### src/rtl/regfile_mbist_ctrl.sv
// -----------------------------------------------------------------------------
// regfile_mbist_ctrl
//
// March C- memory-BIST controller for the 1RW test port of the register-file
// test wrapper. It walks every writable word with the six March C- elements:
//   M0 up (w0), M1 up (r0,w1), M2 up (r1,w0),
//   M3 down (r0,w1), M4 down (r1,w0), M5 up (r0)
// It issues one op per cycle and compares each read one cycle later. It
// reports pass/fail plus the logical address and element of the first
// miscompare.
//
// Logical addresses run 0..N-1 with N = 2^(ADDR_WIDTH-1)-1. The controller
// drives A_T = {1'b0, logical}, so the all-ones lower-bits value is never
// issued. The wrapper maps that value to physical word 0, which is not
// writable.
//
// Optional build macro: MBIST_DIAG_EN
//   defined   : adds fail_cnt_o (16-bit saturating miscompare count). A
//               miscompare does not abort; all 10N ops always run.
//   undefined : the run aborts on the first miscompare.
//
// Ports
//   clk          clock
//   rst_n        synchronous active-low reset
//   start_i      one-cycle start pulse, honoured in IDLE and DONE
//   BIST         test-mode enable to the wrapper (RUN, DRAIN)
//   CSN_T        test chip-select, active low
//   WEN_T        test write-enable, 0 = write, 1 = read
//   A_T          test address
//   D_T          test write data
//   Q_T          test read data, valid the cycle after a read
//   busy_o       test running (RUN, DRAIN)
//   done_o       test finished, held until the next start
//   fail_o       miscompare seen, valid with done_o
//   fail_addr_o  logical address of the first miscompare
//   fail_elem_o  March element (0-5) of the first miscompare
//   fail_cnt_o   (MBIST_DIAG_EN only) number of miscompared reads
// -----------------------------------------------------------------------------
module regfile_mbist_ctrl #(
  parameter int                    ADDR_WIDTH = 5,
  parameter int                    DATA_WIDTH = 32,
  parameter logic [DATA_WIDTH-1:0] BG_PATTERN = '0
) (
  input  logic                  clk,
  input  logic                  rst_n,
  input  logic                  start_i,
  output logic                  BIST,
  output logic                  CSN_T,
  output logic                  WEN_T,
  output logic [ADDR_WIDTH-1:0] A_T,
  output logic [DATA_WIDTH-1:0] D_T,
  input  logic [DATA_WIDTH-1:0] Q_T,
  output logic                  busy_o,
  output logic                  done_o,
  output logic                  fail_o,
  output logic [ADDR_WIDTH-2:0] fail_addr_o,
  output logic [2:0]            fail_elem_o
`ifdef MBIST_DIAG_EN
  ,
  output logic [15:0]           fail_cnt_o
`endif
);

  localparam int LW = ADDR_WIDTH - 1;
  // Highest logical address N-1 = all ones except the LSB.
  localparam logic [LW-1:0] ADDR_LAST = {{(LW-1){1'b1}}, 1'b0};

  localparam logic [1:0] S_IDLE  = 2'd0;
  localparam logic [1:0] S_RUN   = 2'd1;
  localparam logic [1:0] S_DRAIN = 2'd2;
  localparam logic [1:0] S_DONE  = 2'd3;

  logic [1:0]    state_q, state_d;
  logic [2:0]    elem_q, elem_d;
  logic [LW-1:0] addr_q, addr_d;
  logic          phase_q, phase_d;     // 0: first op of a pair, 1: second
  logic          rd_vld_q, rd_vld_d;   // read in flight, compare this cycle
  logic          rd_inv_q, rd_inv_d;   // read expects ~BG_PATTERN
  logic [LW-1:0] rd_addr_q, rd_addr_d;
  logic [2:0]    rd_elem_q, rd_elem_d;
  logic          fail_q, fail_d;
  logic [LW-1:0] fail_addr_q, fail_addr_d;
  logic [2:0]    fail_elem_q, fail_elem_d;
  logic [15:0]   cnt_q, cnt_d;

  logic          is_run, two_op, down, is_read, op_inv, miscompare, abort;
  logic [LW-1:0] end_addr;

  // Per-op decode of the current (element, phase) position.
  always_comb begin
    is_run   = (state_q == S_RUN);
    two_op   = (elem_q >= 3'd1) && (elem_q <= 3'd4);
    down     = (elem_q == 3'd3) || (elem_q == 3'd4);
    is_read  = two_op ? !phase_q : (elem_q == 3'd5);
    // Reads of M2/M4 expect "1"; writes of M1/M3 write "1".
    op_inv   = is_read ? (elem_q == 3'd2 || elem_q == 3'd4)
                       : (elem_q == 3'd1 || elem_q == 3'd3);
    end_addr = down ? '0 : ADDR_LAST;
    miscompare = rd_vld_q && (Q_T != (rd_inv_q ? ~BG_PATTERN : BG_PATTERN));
`ifdef MBIST_DIAG_EN
    abort = 1'b0;
`else
    abort = miscompare;
`endif
  end

  always_comb begin
    state_d     = state_q;
    elem_d      = elem_q;
    addr_d      = addr_q;
    phase_d     = phase_q;
    rd_vld_d    = is_run && is_read;
    rd_inv_d    = op_inv;
    rd_addr_d   = addr_q;
    rd_elem_d   = elem_q;
    fail_d      = fail_q;
    fail_addr_d = fail_addr_q;
    fail_elem_d = fail_elem_q;
    cnt_d       = cnt_q;

    if (miscompare && !fail_q) begin
      fail_d      = 1'b1;
      fail_addr_d = rd_addr_q;
      fail_elem_d = rd_elem_q;
    end
    if (miscompare && cnt_q != 16'hFFFF) begin
      cnt_d = cnt_q + 16'd1;
    end

    case (state_q)
      S_IDLE, S_DONE: begin
        if (start_i) begin
          state_d     = S_RUN;
          elem_d      = '0;
          addr_d      = '0;
          phase_d     = 1'b0;
          fail_d      = 1'b0;
          fail_addr_d = '0;
          fail_elem_d = '0;
          cnt_d       = '0;
        end
      end
      S_RUN: begin
        if (two_op && !phase_q) begin
          phase_d = 1'b1;
        end else begin
          phase_d = 1'b0;
          if (addr_q == end_addr) begin
            if (elem_q == 3'd5) begin
              state_d = S_DRAIN;
            end else begin
              elem_d = elem_q + 3'd1;
              // M3 and M4 descend, so they start from the top address.
              addr_d = (elem_q == 3'd2 || elem_q == 3'd3) ? ADDR_LAST : '0;
            end
          end else begin
            addr_d = down ? addr_q - 1'b1 : addr_q + 1'b1;
          end
        end
        // The op of the detect cycle has already been issued; stop here.
        if (abort) begin
          state_d = S_DRAIN;
        end
      end
      default: state_d = S_DONE;  // S_DRAIN: lets the last read be compared
    endcase
  end

  always_ff @(posedge clk) begin
    if (!rst_n) begin
      state_q     <= S_IDLE;
      elem_q      <= '0;
      addr_q      <= '0;
      phase_q     <= 1'b0;
      rd_vld_q    <= 1'b0;
      rd_inv_q    <= 1'b0;
      rd_addr_q   <= '0;
      rd_elem_q   <= '0;
      fail_q      <= 1'b0;
      fail_addr_q <= '0;
      fail_elem_q <= '0;
      cnt_q       <= '0;
    end else begin
      state_q     <= state_d;
      elem_q      <= elem_d;
      addr_q      <= addr_d;
      phase_q     <= phase_d;
      rd_vld_q    <= rd_vld_d;
      rd_inv_q    <= rd_inv_d;
      rd_addr_q   <= rd_addr_d;
      rd_elem_q   <= rd_elem_d;
      fail_q      <= fail_d;
      fail_addr_q <= fail_addr_d;
      fail_elem_q <= fail_elem_d;
      cnt_q       <= cnt_d;
    end
  end

  always_comb begin
    busy_o      = (state_q == S_RUN) || (state_q == S_DRAIN);
    done_o      = (state_q == S_DONE);
    BIST        = busy_o;
    CSN_T       = !is_run;
    WEN_T       = !(is_run && !is_read);
    A_T         = is_run ? {1'b0, addr_q} : '0;
    D_T         = (is_run && !is_read) ? (op_inv ? ~BG_PATTERN : BG_PATTERN) : '0;
    fail_o      = fail_q;
    fail_addr_o = fail_addr_q;
    fail_elem_o = fail_elem_q;
  end

`ifdef MBIST_DIAG_EN
  assign fail_cnt_o = cnt_q;
`endif

endmodule

### config.mk
export PLATFORM = sky130hd
export DESIGN_NAME = regfile_mbist_ctrl
export DESIGN_NICKNAME = d
export VERILOG_FILES = /design/src/rtl/regfile_mbist_ctrl.sv
export SDC_FILE = /design/constraint.sdc
export NUM_CORES = 1
export LEC_CHECK = 0
export BUFFER_PORTS_ARGS = -buffer_cell sky130_fd_sc_hd__buf_2
export CAP_MARGIN = 20
export CORE_MARGIN = 5
export CORE_UTILIZATION = 51
export CTS_BUF_LIST = sky130_fd_sc_hd__clkbuf_8
export CTS_CLUSTER_SIZE = 14
export DETAILED_ROUTE_END_ITERATION = 7
export PLACE_DENSITY = 0.95
export SLEW_MARGIN = 30
export SYNTH_ARGS = -nofsm -noshare
export SYNTH_HDL_FRONTEND = slang
export SYNTH_SLANG_ARGS = --single-unit
export TNS_END_PERCENT = 50
### constraint.sdc
create_clock -name clk -period 6.9 [get_ports clk]
set_input_delay 0.69 -clock clk [delete_from_list [all_inputs] [get_ports clk]]
set_output_delay 0.69 -clock clk [all_outputs]
set_load 0.02 [all_outputs]
==> results_dict.tcl <==
set metrics [dict create \
    maxSlewViolCount 0 \
    pin_count 85 \
    coreArea_um2 3310 \
    cellInternalPower_mw 0.296 \
    drt-wirelength-per-cell_um 12.9 \
    antenna_cells 0 \
    criticalPathCategory "flop to output pin" \
    multi_input_comb_area_um2 901 \
    first_global_vias 1418 \
    setup_total_negative_slack_ps 0 \
    grt_max_degree 33 \
    syn2layout_area_growth_pct 16.0 \
    globalplace.congestion 0.886 \
    finClkSkew_ps 6.02 \
    cp_data_arrival_time_ps 2600 \
    power_switching_share 0.438 \
    vias 1582 \
    clockRootBuffer "sky130_fd_sc_hd__clkbuf_8" \
    ff_latch_area_um2 541 \
    post_route_clock_period_utilization 0.477 \
    dominantRegCellSynth "sky130_fd_sc_hd__dfxtp_1" \
    synth-warning-count 0 \
    finalSetupViolCount 0 \
    detail_route.first_pass.iterations 4 \
    ctsHtreeMaxLevel 1 \
    cts_max_path_buffers 2 \
    routed_wl_um 3960 \
    worstMarginPinSlew_ps 703 \
    clock_sink_count 27 \
    maxSlewHeadroom 0.530 \
    grt_first_pass_wirelength_um 6020 \
    chipWidth_um 68.3 \
    dp_cells 302 \
    post_cts_hold_buffer_count 0 \
    ir_worst_vdd_mv 0.177 \
    ys_async_sr_fraction 0 \
    placement.io_buffers 83 \
    cts_tree "yes" \
    seqPwrFrac 0.353 \
    global_route.usage.met1 0.181 \
    final_hold_viol_count 0 \
    gr-max-usage-layer "met2" \
    hold_path.class "flop to flop" \
    worst_setup_path_startpoint "elem_q[0]" \
    clk_latency_ps 280 \
    grt_util_met2 0.332 \
    drc_errors 0 \
    grt_met3_use 0.0312 \
    synthesis.area_per_instance_um2 8.34 \
    postCtsSetupRepairBufs 0 \
    antenna_violations_before_repair 0 \
    drive_gt1_frac 0.358 \
    grt.total_usage 0.169 \
    netSwitchingPower_mw 0.231 \
    final.fill_count 283 \
    grt_ovf 0 \
    starting_density_of_the_core 0.524 \
    pwr-share-clk 0.172 \
    power.density_nw_per_um2 262 \
    cts.repair.resized 0 \
    seq_area_frac_synth 0.312 \
    rr_startpoint "elem_q[0]" \
    route.antenna.remaining_nets 0 \
    combPwrFrac 0.475 \
    final-instance-count-excl-fill 306 \
    max_cap_violations 0 \
    synth.ff_latch_count 27 \
    layout.nets 307 \
    dpl.hpwl_um 3250 \
    timing.critical_path.required_ps 6210 \
    die_height_um 68.3 \
    fp.dieArea_um2 4670 \
    critPathMaxFanout 32 \
    vias_per_cell 5.17 \
    cellLeakagePower_nw 1.07 \
    final_period_demand_of_the_worst_path_ps 3290 \
    path_clk_slew_ps 90 \
    max_freq_ghz 0.304 \
    synth_fp_nets 254 \
    drt-initial-drc-count 35 \
    critPathLaunchType "flop" \
    synthesis.instances 208 \
    setup.worst_path.end_class "output pin" \
    status "completed" \
    cts_made_buffers 3 \
    yosys.cell_types.count 39 \
    holdCritStartpoint "rd_addr_q[2]" \
    syn_area_um2 1730 \
    count_of_flip_flops_with_a_built_in_enable_after_synthesis 0 \
    placementRows 21 \
    rsz_0062_raised_after_global_routing "false" \
]
[registers in the layout (all words and copies together), names as in the netlist]
name,cells
fail_o,1
fail_elem_o,3
addr_q,4
state_q,2
rd_inv_q,1
elem_q,3
rd_addr_q,4
phase_q,1
rd_vld_q,1
fail_addr_o,4
rd_elem_q,3
[layout make-up]
class	count	area share
multi-input combinational	133	0.448
sequential	27	0.269
timing repair buffer	83	0.206
tap	46	0.0286
inverter	13	0.0243
clock buffer	3	0.0205
clock inverter	1	0.00373
[power groups by stage]
stage               clock network [mW]  logic (mW)  registers (mW)
floorplan                            0       0.205           0.186
global placement                     0       0.244           0.188
detailed placement                   0       0.251           0.189
CTS                             0.0929       0.252           0.185
global route                     0.100       0.278           0.189
finish                          0.0907       0.251           0.186
[critical path: stages, from the launching register on]
cell and delay (ps):
sky130_fd_sc_hd__dfxtp_1 480, sky130_fd_sc_hd__inv_1 180, sky130_fd_sc_hd__ha_1 280, sky130_fd_sc_hd__nor2b_1 130, sky130_fd_sc_hd__nor3_1 110, sky130_fd_sc_hd__inv_1 120
sky130_fd_sc_hd__nand3_1 150, sky130_fd_sc_hd__nor3_4 600, sky130_fd_sc_hd__buf_2 290
[worst paths after layout]
check	slack [ps]	end	cells past startpoint
setup / recovery	3610	D_T[18]	8
hold / removal	480	fail_addr_o[2]	2
setup reg to reg	4100	state_q[0]	10
hold reg to reg	480	fail_addr_o[2]	2
[cells by family (layout without fill, tap and decap cells)]
family	after synthesis	in the layout	synth area share
adders and majority gates	11	11	0.0837
AOI/OAI and AO/OA	29	29	0.115
muxes	12	12	0.0707
DFF	27	27	0.312
and+or+nand+nor	78	78	0.231
other	1	1	0.00216
xor gates and xnor gates	2	2	0.0101
buffers and inverters	48	100	0.175
[synthesized netlist by cell type, types with 5 or more instances]
library cell	number	area (um^2)
sky130_fd_sc_hd__nand3_1	6	30.0
sky130_fd_sc_hd__inv_1	11	41.3
sky130_fd_sc_hd__buf_4	33	248
sky130_fd_sc_hd__mux2i_1	10	100
sky130_fd_sc_hd__nor2_1	16	60.1
sky130_fd_sc_hd__a21oi_1	9	45.0
sky130_fd_sc_hd__nor4_1	5	31.3
sky130_fd_sc_hd__nand4_1	5	31.3
sky130_fd_sc_hd__ha_1	10	125
sky130_fd_sc_hd__dfxtp_1	27	541
sky130_fd_sc_hd__and2_1	6	37.5
sky130_fd_sc_hd__nor3_1	7	35.0
sky130_fd_sc_hd__o21ai_1	5	25.0
sky130_fd_sc_hd__nand2_1	16	60.1
[cells in the final DEF, fill, tap and decap left out, types with 6 or more instances in the layout]
master / instances
sky130_fd_sc_hd__nor3_1: 6
sky130_fd_sc_hd__inv_1: 11
sky130_fd_sc_hd__mux2i_1: 10
sky130_fd_sc_hd__nor2_1: 16
sky130_fd_sc_hd__a21oi_1: 9
sky130_fd_sc_hd__buf_2: 83
sky130_fd_sc_hd__and2_1: 6
sky130_fd_sc_hd__nand2_1: 16
sky130_fd_sc_hd__ha_1: 10
sky130_fd_sc_hd__nand3_1: 6
sky130_fd_sc_hd__dfxtp_1: 27
[metrics by stage]
step                       util  area (um^2)  power, mW  setup slack, ps  hold slack, ps
after floorplan               -         1730      0.391             2520             437
after global placement    0.591         1960      0.432             3830             444
after detailed placement  0.593         1960      0.440             3910             461
after CTS                 0.608         2010      0.530             3600             484
after global routing      0.608         2010      0.567             3390             514
final                     0.608         2010      0.527             3610             478
[layer usage]
| layer | vias to the layer above | wire (um) |
|---|---|---|
| li1 | 797 | - |
| met5 | - | 0 |
| met2 | 71 | 2010 |
| met4 | 0 | 43 |
| met3 | 7 | 440 |
| met1 | 707 | 1470 |
Note: power is estimated with default switching activity, not from simulation.
